### src/rtl/ps2_key_sequencer.sv
// Host-side PS/2 key-event scheduler: round-robin arbitration of two requesters,
// Set-2 byte expansion (E0/F0 prefixes) and one-byte-in-flight pacing on byte_sent.
module ps2_key_sequencer #(
    parameter int GAP_CYCLES = 4,
    parameter int TIMEOUT    = 4096
) (
    input  logic       clk,
    input  logic       reset,
    input  logic       req_a,
    input  logic       ext_a,
    input  logic       brk_a,
    input  logic [7:0] code_a,
    output logic       ack_a,
    input  logic       req_b,
    input  logic       ext_b,
    input  logic       brk_b,
    input  logic [7:0] code_b,
    output logic       ack_b,
    input  logic       byte_sent,
    output logic       key_action,
    output logic [7:0] scan_code,
    output logic       busy,
    output logic       timeout_err
);

    localparam int TW = (TIMEOUT > 2) ? $clog2(TIMEOUT) : 1;
    localparam int GW = (GAP_CYCLES > 0) ? $clog2(GAP_CYCLES + 1) : 1;

    typedef enum logic [1:0] {S_IDLE, S_ISSUE, S_WAIT_SENT, S_GAP} state_t;

    typedef struct packed {
        logic [1:0]      len;
        logic [2:0][7:0] bytes;
    } seq_t;

    // bytes[0] is transmitted first
    function automatic seq_t expand(input logic ext, input logic brk, input logic [7:0] code);
        seq_t s;
        s.bytes = '0;
        s.len   = 2'd1;
        case ({ext, brk})
            2'b00: begin s.bytes[0] = code;                                               s.len = 2'd1; end
            2'b01: begin s.bytes[0] = 8'hF0; s.bytes[1] = code;                           s.len = 2'd2; end
            2'b10: begin s.bytes[0] = 8'hE0; s.bytes[1] = code;                           s.len = 2'd2; end
            default: begin s.bytes[0] = 8'hE0; s.bytes[1] = 8'hF0; s.bytes[2] = code;     s.len = 2'd3; end
        endcase
        return s;
    endfunction

    state_t          state_q, state_d;
    logic            ack_a_q, ack_a_d;
    logic            ack_b_q, ack_b_d;
    logic            key_action_q, key_action_d;
    logic [7:0]      scan_code_q, scan_code_d;
    logic            timeout_err_q, timeout_err_d;
    logic            last_b_q, last_b_d;
    logic [2:0][7:0] list_q, list_d;
    logic [1:0]      len_q, len_d;
    logic [1:0]      idx_q, idx_d;
    logic [TW-1:0]   tcnt_q, tcnt_d;
    logic [GW-1:0]   gcnt_q, gcnt_d;

    seq_t seq_a, seq_b;
    logic grant_a, grant_b;

    assign seq_a = expand(ext_a, brk_a, code_a);
    assign seq_b = expand(ext_b, brk_b, code_b);

    // A wins a tie only when B held the previous grant
    assign grant_a = req_a & (~req_b | last_b_q);
    assign grant_b = req_b & ~grant_a;

    always_comb begin
        state_d       = state_q;
        ack_a_d       = 1'b0;
        ack_b_d       = 1'b0;
        key_action_d  = 1'b0;
        scan_code_d   = scan_code_q;
        timeout_err_d = timeout_err_q;
        last_b_d      = last_b_q;
        list_d        = list_q;
        len_d         = len_q;
        idx_d         = idx_q;
        tcnt_d        = tcnt_q;
        gcnt_d        = gcnt_q;

        case (state_q)
            S_IDLE: begin
                if (grant_a) begin
                    ack_a_d  = 1'b1;
                    last_b_d = 1'b0;
                    list_d   = seq_a.bytes;
                    len_d    = seq_a.len;
                    idx_d    = 2'd0;
                    state_d  = S_ISSUE;
                end else if (grant_b) begin
                    ack_b_d  = 1'b1;
                    last_b_d = 1'b1;
                    list_d   = seq_b.bytes;
                    len_d    = seq_b.len;
                    idx_d    = 2'd0;
                    state_d  = S_ISSUE;
                end
            end
            S_ISSUE: begin
                key_action_d = 1'b1;
                scan_code_d  = list_q[idx_q];
                tcnt_d       = '0;
                state_d      = S_WAIT_SENT;
            end
            S_WAIT_SENT: begin
                if (byte_sent) begin
                    idx_d   = idx_q + 2'd1;
                    gcnt_d  = '0;
                    state_d = S_GAP;
                end else if (tcnt_q == TW'(TIMEOUT - 1)) begin
                    // abandon the rest of the sequence; GAP will then fall back to IDLE
                    timeout_err_d = 1'b1;
                    idx_d         = len_q;
                    gcnt_d        = '0;
                    state_d       = S_GAP;
                end else begin
                    tcnt_d = tcnt_q + TW'(1);
                end
            end
            default: begin
                if (gcnt_q == GW'(GAP_CYCLES)) begin
                    state_d = (idx_q < len_q) ? S_ISSUE : S_IDLE;
                end else begin
                    gcnt_d = gcnt_q + GW'(1);
                end
            end
        endcase
    end

    always_ff @(posedge clk) begin
        if (reset) begin
            state_q       <= S_IDLE;
            ack_a_q       <= 1'b0;
            ack_b_q       <= 1'b0;
            key_action_q  <= 1'b0;
            scan_code_q   <= 8'h00;
            timeout_err_q <= 1'b0;
            last_b_q      <= 1'b1;
            len_q         <= 2'd0;
            idx_q         <= 2'd0;
            tcnt_q        <= '0;
            gcnt_q        <= '0;
        end else begin
            state_q       <= state_d;
            ack_a_q       <= ack_a_d;
            ack_b_q       <= ack_b_d;
            key_action_q  <= key_action_d;
            scan_code_q   <= scan_code_d;
            timeout_err_q <= timeout_err_d;
            last_b_q      <= last_b_d;
            len_q         <= len_d;
            idx_q         <= idx_d;
            tcnt_q        <= tcnt_d;
            gcnt_q        <= gcnt_d;
        end
    end

    // byte list is pure data, reloaded on every grant
    always_ff @(posedge clk) begin
        list_q <= list_d;
    end

    assign ack_a       = ack_a_q;
    assign ack_b       = ack_b_q;
    assign key_action  = key_action_q;
    assign scan_code   = scan_code_q;
    assign timeout_err = timeout_err_q;
    assign busy        = (state_q != S_IDLE);

endmodule

### config.mk
export PLATFORM = sky130hd
export DESIGN_NAME = ps2_key_sequencer
export DESIGN_NICKNAME = d
export VERILOG_FILES = /design/src/rtl/ps2_key_sequencer.sv
export SDC_FILE = /design/constraint.sdc
export NUM_CORES = 1
export LEC_CHECK = 0
export ABC_AREA = 1
export CAP_MARGIN = 10
export CORE_MARGIN = 3
export CORE_UTILIZATION = 55
export DETAILED_ROUTE_END_ITERATION = 8
export GPL_TIMING_DRIVEN = 0
export PLACE_DENSITY = 0.8
export SYNTH_ARGS = -nofsm -noshare
export SYNTH_HDL_FRONTEND = slang
export SYNTH_SLANG_ARGS = --single-unit
### constraint.sdc
create_clock -name clk -period 2.72 [get_ports clk]
set_input_delay 0.272 -clock clk [delete_from_list [all_inputs] [get_ports clk]]
set_output_delay 0.272 -clock clk [all_outputs]
set_load 0.05 [all_outputs]
=== After elaboration in Yosys (flattened, before gate mapping) ===
Index checks and enable logic that the tools add are counted.

* Output and inout bits: 13
* Input bits: 25
* Logic and storage cells: 99
* Bits in registers: 58

* Eq/ne operators: 13
* Order comparisons: 2
* Add/subtract/negate cells: 3
* Bitwise logic cells: 8
* Reduce and logical (&&, ||, !) cells: 21
* Muxes and demuxes: 38

{| class="wikitable"
|+ Operators by type and width
! operator !! count
|-
| 8-bit one-hot mux with 2 select lines || 4
|-
| 24-bit two-way mux || 2
|-
| 12-bit two-way mux || 2
|-
| 8-bit two-way mux || 3
|-
| 12-bit one-hot mux with 2 select lines || 1
|-
| 2-bit two-way mux || 11
|-
| 8-bit binary-select mux with 2-bit select || 1
|-
| 3-bit AND reduction || 5
|-
| 12-bit by 1-bit adder with 12-bit output (second input constant) || 1
|-
| 12-bit equality test (second input constant) || 1
|-
| 2-bit one-hot mux with 2 select lines || 3
|-
| 3-bit two-way mux || 3
|-
| 3-bit OR reduction || 3
|-
| 2-bit nonzero test || 4
|-
| 2-bit OR reduction || 4
|-
| 2-bit by 1-bit equality test with 1-bit output (second input constant) || 3
|-
| 2-bit equality test (second input constant) || 3
|-
| 2-bit logical NOT || 3
|-
| 1-bit two-way mux || 6
|-
| 3-bit inequality test (second input constant) || 2
|-
| 2-bit one-hot mux with 3 select lines || 1
|-
| 3-bit one-hot mux with 2 select lines || 1
|-
| 1-bit inverter || 5
|-
| 2-bit inequality test (second input constant) || 2
|-
| 10 further kinds || 11
|}

=== Logic depth before layout (Yosys ltp) ===
Gate-level depths: netlist (run 1).

* Depth after elaboration: 8
* Depth in mapped cells: 11
* Mapped depth without buffers: 10

=== Worst setup path before layout (run 1) ===
No wires, ideal clock.

* Path kind: flip-flop to flip-flop
* Start point: register state_q[0]
* End point: register len_q[1]
* Required time: 2601 ps
* Arrival time: 2059 ps
* Setup slack: 542 ps
* Cell stages (with the launch flop): 8
* Setup time: 119 ps
* Path buffers: 0
* Clock period less this slack: 2178 ps
* Cell sequence: dfxtp_1 -> inv_1 -> ha_1 -> inv_1 -> a21oi_2 -> inv_1 -> o21ai_1 -> a21oi_1

* Cells in the longest elaborated chain, start to end: 2

{| class="wikitable"
|+ RTL lines
! item !! line !! RTL
|-
| from (decl) || 50 || <nowiki>state_t state_q, state_d;</nowiki>
|-
| from (signal assigned) || 150 || <nowiki>state_q <= state_d;</nowiki>
|-
| 2-bit logical NOT || 87 || <nowiki>case (state_q)</nowiki>
|-
| 2-bit AND reduction (no line) || - ||
|-
| to (signal assigned) || 157 || <nowiki>len_q <= len_d;</nowiki>
|-
| to (decl) || 58 || <nowiki>logic [1:0] len_q, len_d;</nowiki>
|}

Every way passes these cells.
A chain may end at the register's enable or synchronous reset.

=== Final worst setup path (run 1) ===
* Start point: register state_q[0]
* End point: output port busy

* Cells in the longest elaborated chain, start to end: 1

{| class="wikitable"
|+ RTL lines
! item !! line !! RTL
|-
| 2-bit nonzero test || 174 || <nowiki>assign busy = (state_q != S_IDLE);</nowiki>
|-
| to (decl) || 22 || <nowiki>output logic busy,</nowiki>
|}

Every way passes these cells.

==> results of run 1 <==
[logic make-up (layout without fill, tap and decap cells)]
kind of cell / Yosys count / in the layout / synth area share [%]
AOI/OAI and AO/OA: 84 / 84 / 16.3
xor gates and xnor gates: 1 / 1 / 0.278
adders and majority gates: 14 / 14 / 5.55
buffers and inverters: 66 / 120 / 8.88
DFF: 58 / 58 / 44.4
muxes: 1 / 1 / 0.317
and+or+nand+nor: 173 / 173 / 24.3
[cells in the mapped netlist]
cell,n
buf_6,2
dfxtp_1,34
o32ai_1,8
nand2_4,3
buf_1,1
o22ai_1,4
nor2_1,50
o21bai_1,1
a22oi_1,1
o211ai_1,6
nand3_2,1
a31oi_1,9
edfxtp_1,24
nor2_4,2
mux2i_1,1
o31ai_1,4
nand4_1,3
inv_2,1
nand2_2,3
buf_2,3
a21oi_1,24
buf_4,1
nand3_1,29
or2_2,1
nor2_2,2
clkinv_1,2
nand2_1,70
ha_1,14
nor3_1,8
a21oi_2,1
a41oi_1,3
xnor2_1,1
o21ai_0,21
o21ai_1,1
clkbuf_1,6
nor3b_1,1
clkbuf_8,1
a21boi_0,1
inv_1,49
[how the worst max path moves through the flow]
stage | depth (start not counted) | end | startpoint | slack (ps)
floorplan | 7 | len_q[1] | state_q[0] | 540
global placement | 8 | len_q[1] | req_b | 40
detailed placement | 6 | list_q[16] | req_b | 550
CTS | 4 | busy | state_q[0] | 400
global route | 4 | busy | state_q[0] | 340
finish | 4 | busy | state_q[0] | 400
[per-layer routing]
layer	GRT usage, %	share of wire [%]	up-vias
met5	0	0	-
met4	7.14	0.71	0
met2	34.3	44	121
met1	32.7	48	1275
li1	-	-	1448
met3	6.36	7.6	10
[cell type report]
type                            count  area share [%]
Multi-Input combinational cell    273            38.3
Sequential cell                    58            36.4
Timing Repair Buffer               38            10.0
Inverter                           52            5.07
Clock buffer                       11            3.67
Tap cell                           70            2.28
Buffer                             14            2.21
Clock inverter                      5            2.02
[critical path: cells and delay by family, from the launching register on]
| kind | cells | cell delay, ps |
|---|---|---|
| buf+inv | 3 | 1070 |
| fa+ha+maj | 1 | 260 |
| flops | 1 | 400 |
[power breakdown]
part           switching (mW)  leakage, nW  total [mW]  internal [mW]
registers              0.0947        0.511        1.27           1.18
clock network           0.338        0.111       0.876          0.538
logic                   0.970        0.957        1.45          0.480
total                    1.40         1.58        3.60           2.20
[sequential cells by signal, summed over array words and instances (netlist names)]
| register | count |
|---|---|
| list_q | 24 |
| tcnt_q | 12 |
| scan_code | 8 |
| gcnt_q | 3 |
| idx_q | 2 |
| len_q | 2 |
| state_q | 2 |
| ack_a | 1 |
| ack_b | 1 |
| key_action | 1 |
| last_b_q | 1 |
| timeout_err | 1 |
[through the flow]
step / utilization (%) / instances / worst slack (ps) / hold slack [ps] / instance area [um^2]
after CTS: 72.1 / 521 / 395 / 485 / 3850
after detailed placement: 68.0 / 505 / 555 / 471 / 3630
final: 72.1 / 521 / 397 / 485 / 3850
after floorplan: - / 397 / 542 / 372 / 3160
after global routing: 72.1 / 521 / 337 / 510 / 3850
after global placement: 67.7 / 504 / 41.0 / 467 / 3610
==> flow_summary.yaml, run 1 <==
min_path:
  min_to: "last_b_q"
  hold_class: "flop to flop"
  hold_depth: 2
  worstHoldStart: "last_b_q"
pwr:
  p_leak_nw: 1.58
  p_per_area_nw_per_um2: 935
  vdd_drop_max_mv: 0.482
  finalPower_mw: 3.60
final_layout:
  final_common_cell: "nand2_1"
  regArea_um2: 1400
  final_cell_mix: "nand2_1, nor2_1, inv_1, clkdlybuf4s50_1, dfxtp_1"
  antenna_cells: 0
  area_delta_synth_final_pct: 21.9
  drive_gt1_share_pct: 7.98
  nNetsFinal: 485
  multiInputGateArea_um2: 1470
  nFillCells: 443
synth:
  syn_avg_cell_area_um2: 7.95
  ys_seq_elements: 58
  syn_inst: 397
  yosysUniqueCellTypes: 39
  seq_area_frac_synth_pct: 44.4
  yosysTopAreaCellShare_pct: 22.8
  synthTopCellsByArea: "edfxtp_1, dfxtp_1, nand2_1, nor2_1, inv_1"
  synth_fp_nets: 436
  yosys_warnings: 0
  synth_top_area_cell: "edfxtp_1"
  syn-cell-area_um2: 3160
critical_path:
  r2r-end: "list_q[9]"
  cp.required_ps: 2450
  crit_arrival_ps: 2050
  crit_fanout: 5
  crit_top_cell: "inv_1"
  reg2reg_depth: 5
  critPathCaptureType: "output pin"
  r2r_slack_ps: 850
  cp_slowest_stage_delay_ps: 830
  path_cells: "inv_1 -> ha_1 -> inv_1 -> clkdlybuf4s50_1"
  cp-start-kind: "flop"
  r2r-start: "state_q[0]"
  crit_type: "flop to output pin"
  crit_slowest_cell: "clkdlybuf4s50_1"
timing:
  fin_setup_tns_ps: 0
  timing.final.crit_period_ps: 2320
  clock_skew_ps: 5.66
  final_hold_viol_count: 0
  max_freq_mhz: 431
  period_share_pct: 85.4
  final_max_slew_viol_count: 0
  worst_pin_slew_ps: 656
  relSlewSlack_pct: 56.2
  rsz0062_at_grt: "false"
  setup_viol: 0
detailed_routing:
  avgViaCountPerCell: 5.48
  routed_wl_mm: 7.21
  vias: 2854
  drtIter0Drc: 241
  antenna_left: 0
  wl_per_cell_um: 13.8
  drc: 0
  dr.pass1.iters: 5
die:
  die_x_um: 81.7
  ioPinCount: 38
  coreArea_um2: 5340
  initial_core_util_pct: 59.1
  die_y_um: 81.7
  rows: 26
  die-area_um2: 6680
placement:
  place.gp.congestion: 0.912
  hpwl_mm: 5.39
  io_buffer_count: 37
cts:
  clkLatencyLatePin_ps: 330
  cts.path.max_buffers: 2
  clock_sinks: 58
  root_buffer: "clkbuf_8"
  clkTransAtPathRegs_ps: 70
  cts_tree: "done"
  cts_setup_buffers: 0
  ctsResizeCount: 0
  cts_hold_buf: 0
  cts_buffers: 9
  htreeDepth: 3
global_routing:
  grt_use_total_pct: 23.1
  grt_max_degree: 18
  grt_pass1_wl_mm: 11.8
  grt-ovfl-total: 0
  antenna_found_initial: 0
  grt_pass1_vias: 2497
flow_run:
  cap_viol_max_count: 0
status:
  run_status: "finished clean"
(Power assumes the default switching activity.)
==> run 2, diff against run 1 <==
--- a/config.mk
+++ b/config.mk
@@ -12,4 +12,5 @@
 export DETAILED_ROUTE_END_ITERATION = 8
+export DONT_BUFFER_PORTS = 1
 export GPL_TIMING_DRIVEN = 0
-export PLACE_DENSITY = 0.8
+export PLACE_DENSITY = 0.71
 export SYNTH_ARGS = -nofsm -noshare
--- a/constraint.sdc
+++ b/constraint.sdc
@@ -3,2 +3,2 @@
 set_output_delay 0.272 -clock clk [all_outputs]
-set_load 0.05 [all_outputs]
+set_load 0.01 [all_outputs]
==> flow_summary.yaml, run 2 (same netlist as run 1, synthesis figures left out) <==
status:
  run_status: "finished clean"
cts:
  cts_tree: "done"
  cts.path.max_buffers: 2
  cts_buffers: 9
  htreeDepth: 3
  clkTransAtPathRegs_ps: 70
  clkLatencyLatePin_ps: 340
  ctsResizeCount: 0
  root_buffer: "clkbuf_8"
  cts_hold_buf: 0
  clock_sinks: 58
  cts_setup_buffers: 0
final_layout:
  drive_gt1_share_pct: 8.70
  antenna_cells: 0
  final_common_cell: "nand2_1"
  final_cell_mix: "nand2_1, nor2_1, inv_1, dfxtp_1, nand3_1"
  area_delta_synth_final_pct: 8.64
  top_register: "list_q"
  instances_no_fill: 484
  fin_util_pct: 64.3
  largest_register_ffs: 24
  nNetsFinal: 448
critical_path:
  critPathCaptureType: "flop"
  r2r-start: "state_q[0]"
  crit_family: "compound AO/OA/AOI/OAI gates"
  cp.required_ps: 2770
  cp_slowest_stage_delay_ps: 680
  crit_type: "flop to flop"
  r2r-end: "list_q[8]"
  r2r_slack_ps: 670
  crit_slowest_cell: "a21oi_2"
  path_cells: "inv_1 -> ha_1 -> inv_1 -> a21oi_2 -> buf_8"
  cp-start-kind: "flop"
  crit_top_cell: "inv_1"
  reg2reg_depth: 5
  crit_arrival_ps: 2100
  cp_num_buf_inv: 3
  crit_fanout: 17
detailed_routing:
  avgViaCountPerCell: 5.65
  drtIter0Drc: 187
  drc: 0
  routed_wl_mm: 7.30
  vias: 2737
  wl_per_cell_um: 15.1
  dr.pass1.iters: 4
  antenna_left: 0
timing:
  rsz0062_at_grt: "false"
  max_freq_mhz: 488
  final_max_slew_viol_count: 0
  worst_pin_slew_ps: 879
  clock_skew_ps: 5.91
  setup_viol: 0
  final_hold_viol_count: 0
  whs_ps: 46.3
  relSlewSlack_pct: 41.4
  timing.final.crit_period_ps: 2050
  setup_ws_ps: 672
  period_share_pct: 75.3
  fin_setup_tns_ps: 0
placement:
  place.gp.congestion: 0.894
  hpwl_mm: 5.22
  dpl_worst_slack_ps: 668
  io_buffer_count: 0
  dp_cells: 468
global_routing:
  grt_pass1_vias: 2584
  grt_pass1_wl_mm: 12.1
  grt_use_total_pct: 24.3
  grt-ovfl-total: 0
  antenna_found_initial: 0
  grt_max_degree: 18
pwr:
  p_leak_nw: 1.41
  vdd_drop_max_mv: 0.586
  p_per_area_nw_per_um2: 900
flow_run:
  cap_viol_max_count: 0
die:
  die-area_um2: 6680
  rows: 26
  die_y_um: 81.7
  ioPinCount: 38
  initial_core_util_pct: 59.1
  die_x_um: 81.7
  coreArea_um2: 5340
min_path:
  hold_depth: 2
  worstHoldStart: "reset"
  min_to: "last_b_q"
  hold_class: "input pin to flop"
## run 2: cell types whose count changed in the layout (fill, tap and decap cells not counted)
cell and delta:
bufinv_16 -2, clkinv_2 +1, clkinv_4 -1, clkdlybuf4s50_1 -37, clkbuf_1 -1, clkinvlp_4 +2, clkinv_1 +1
## run 2: metal layers
metal	wire length, um	vias to the layer above	part of all wire (%)	global-route usage [%]
li1	-	1371	-	-
met1	3380	1268	46	31.7
met4	121	0	1.7	8.47
met5	0	-	0	0
met2	3260	88	45	37.7
met3	537	10	7.4	7.89
## run 2: cell type report
| type | count | area, um^2 |
|---|---|---|
| buffer | 14 | 85.1 |
| sequential | 58 | 1400 |
| tap | 70 | 87.6 |
| multi-input combinational | 273 | 1470 |
| fill | 489 | 1910 |
| clock buffer | 10 | 138 |
| inverter | 52 | 195 |
| clock inverter | 6 | 32.5 |
| timing repair buffer | 1 | 15.0 |
## run 2: worst register-to-register path, stage by stage, from the launching register on
cell and delay (ps):
dfxtp_1 350, inv_1 90, ha_1 240, inv_1 160, a21oi_2 680, buf_8 240
## run 2: how the worst max path moves through the flow
stage,to,cells after the start,start,slack (ps)
after floorplan,len_q[1],7,state_q[0],740
after global placement,len_q[1],7,state_q[0],300
after CTS,list_q[3],5,state_q[0],660
after detailed placement,list_q[16],5,state_q[0],670
final,list_q[8],5,state_q[0],670
after global routing,len_q[0],7,state_q[1],450
## run 2: power by group
| part | switching, mW | leakage (nW) | internal [mW] |
|---|---|---|---|
| clock | 0.351 | 0.0831 | 0.345 |
| sequential | 0.132 | 0.511 | 1.18 |
| combinational | 0.723 | 0.817 | 0.356 |
## run 2: through the flow
stage               power [mW]  cell area (um^2)
finish                    3.09              3430
CTS                       3.09              3430
floorplan                 2.12              3160
detailed placement        2.40              3260
global placement          2.35              3240
global route              3.33              3430
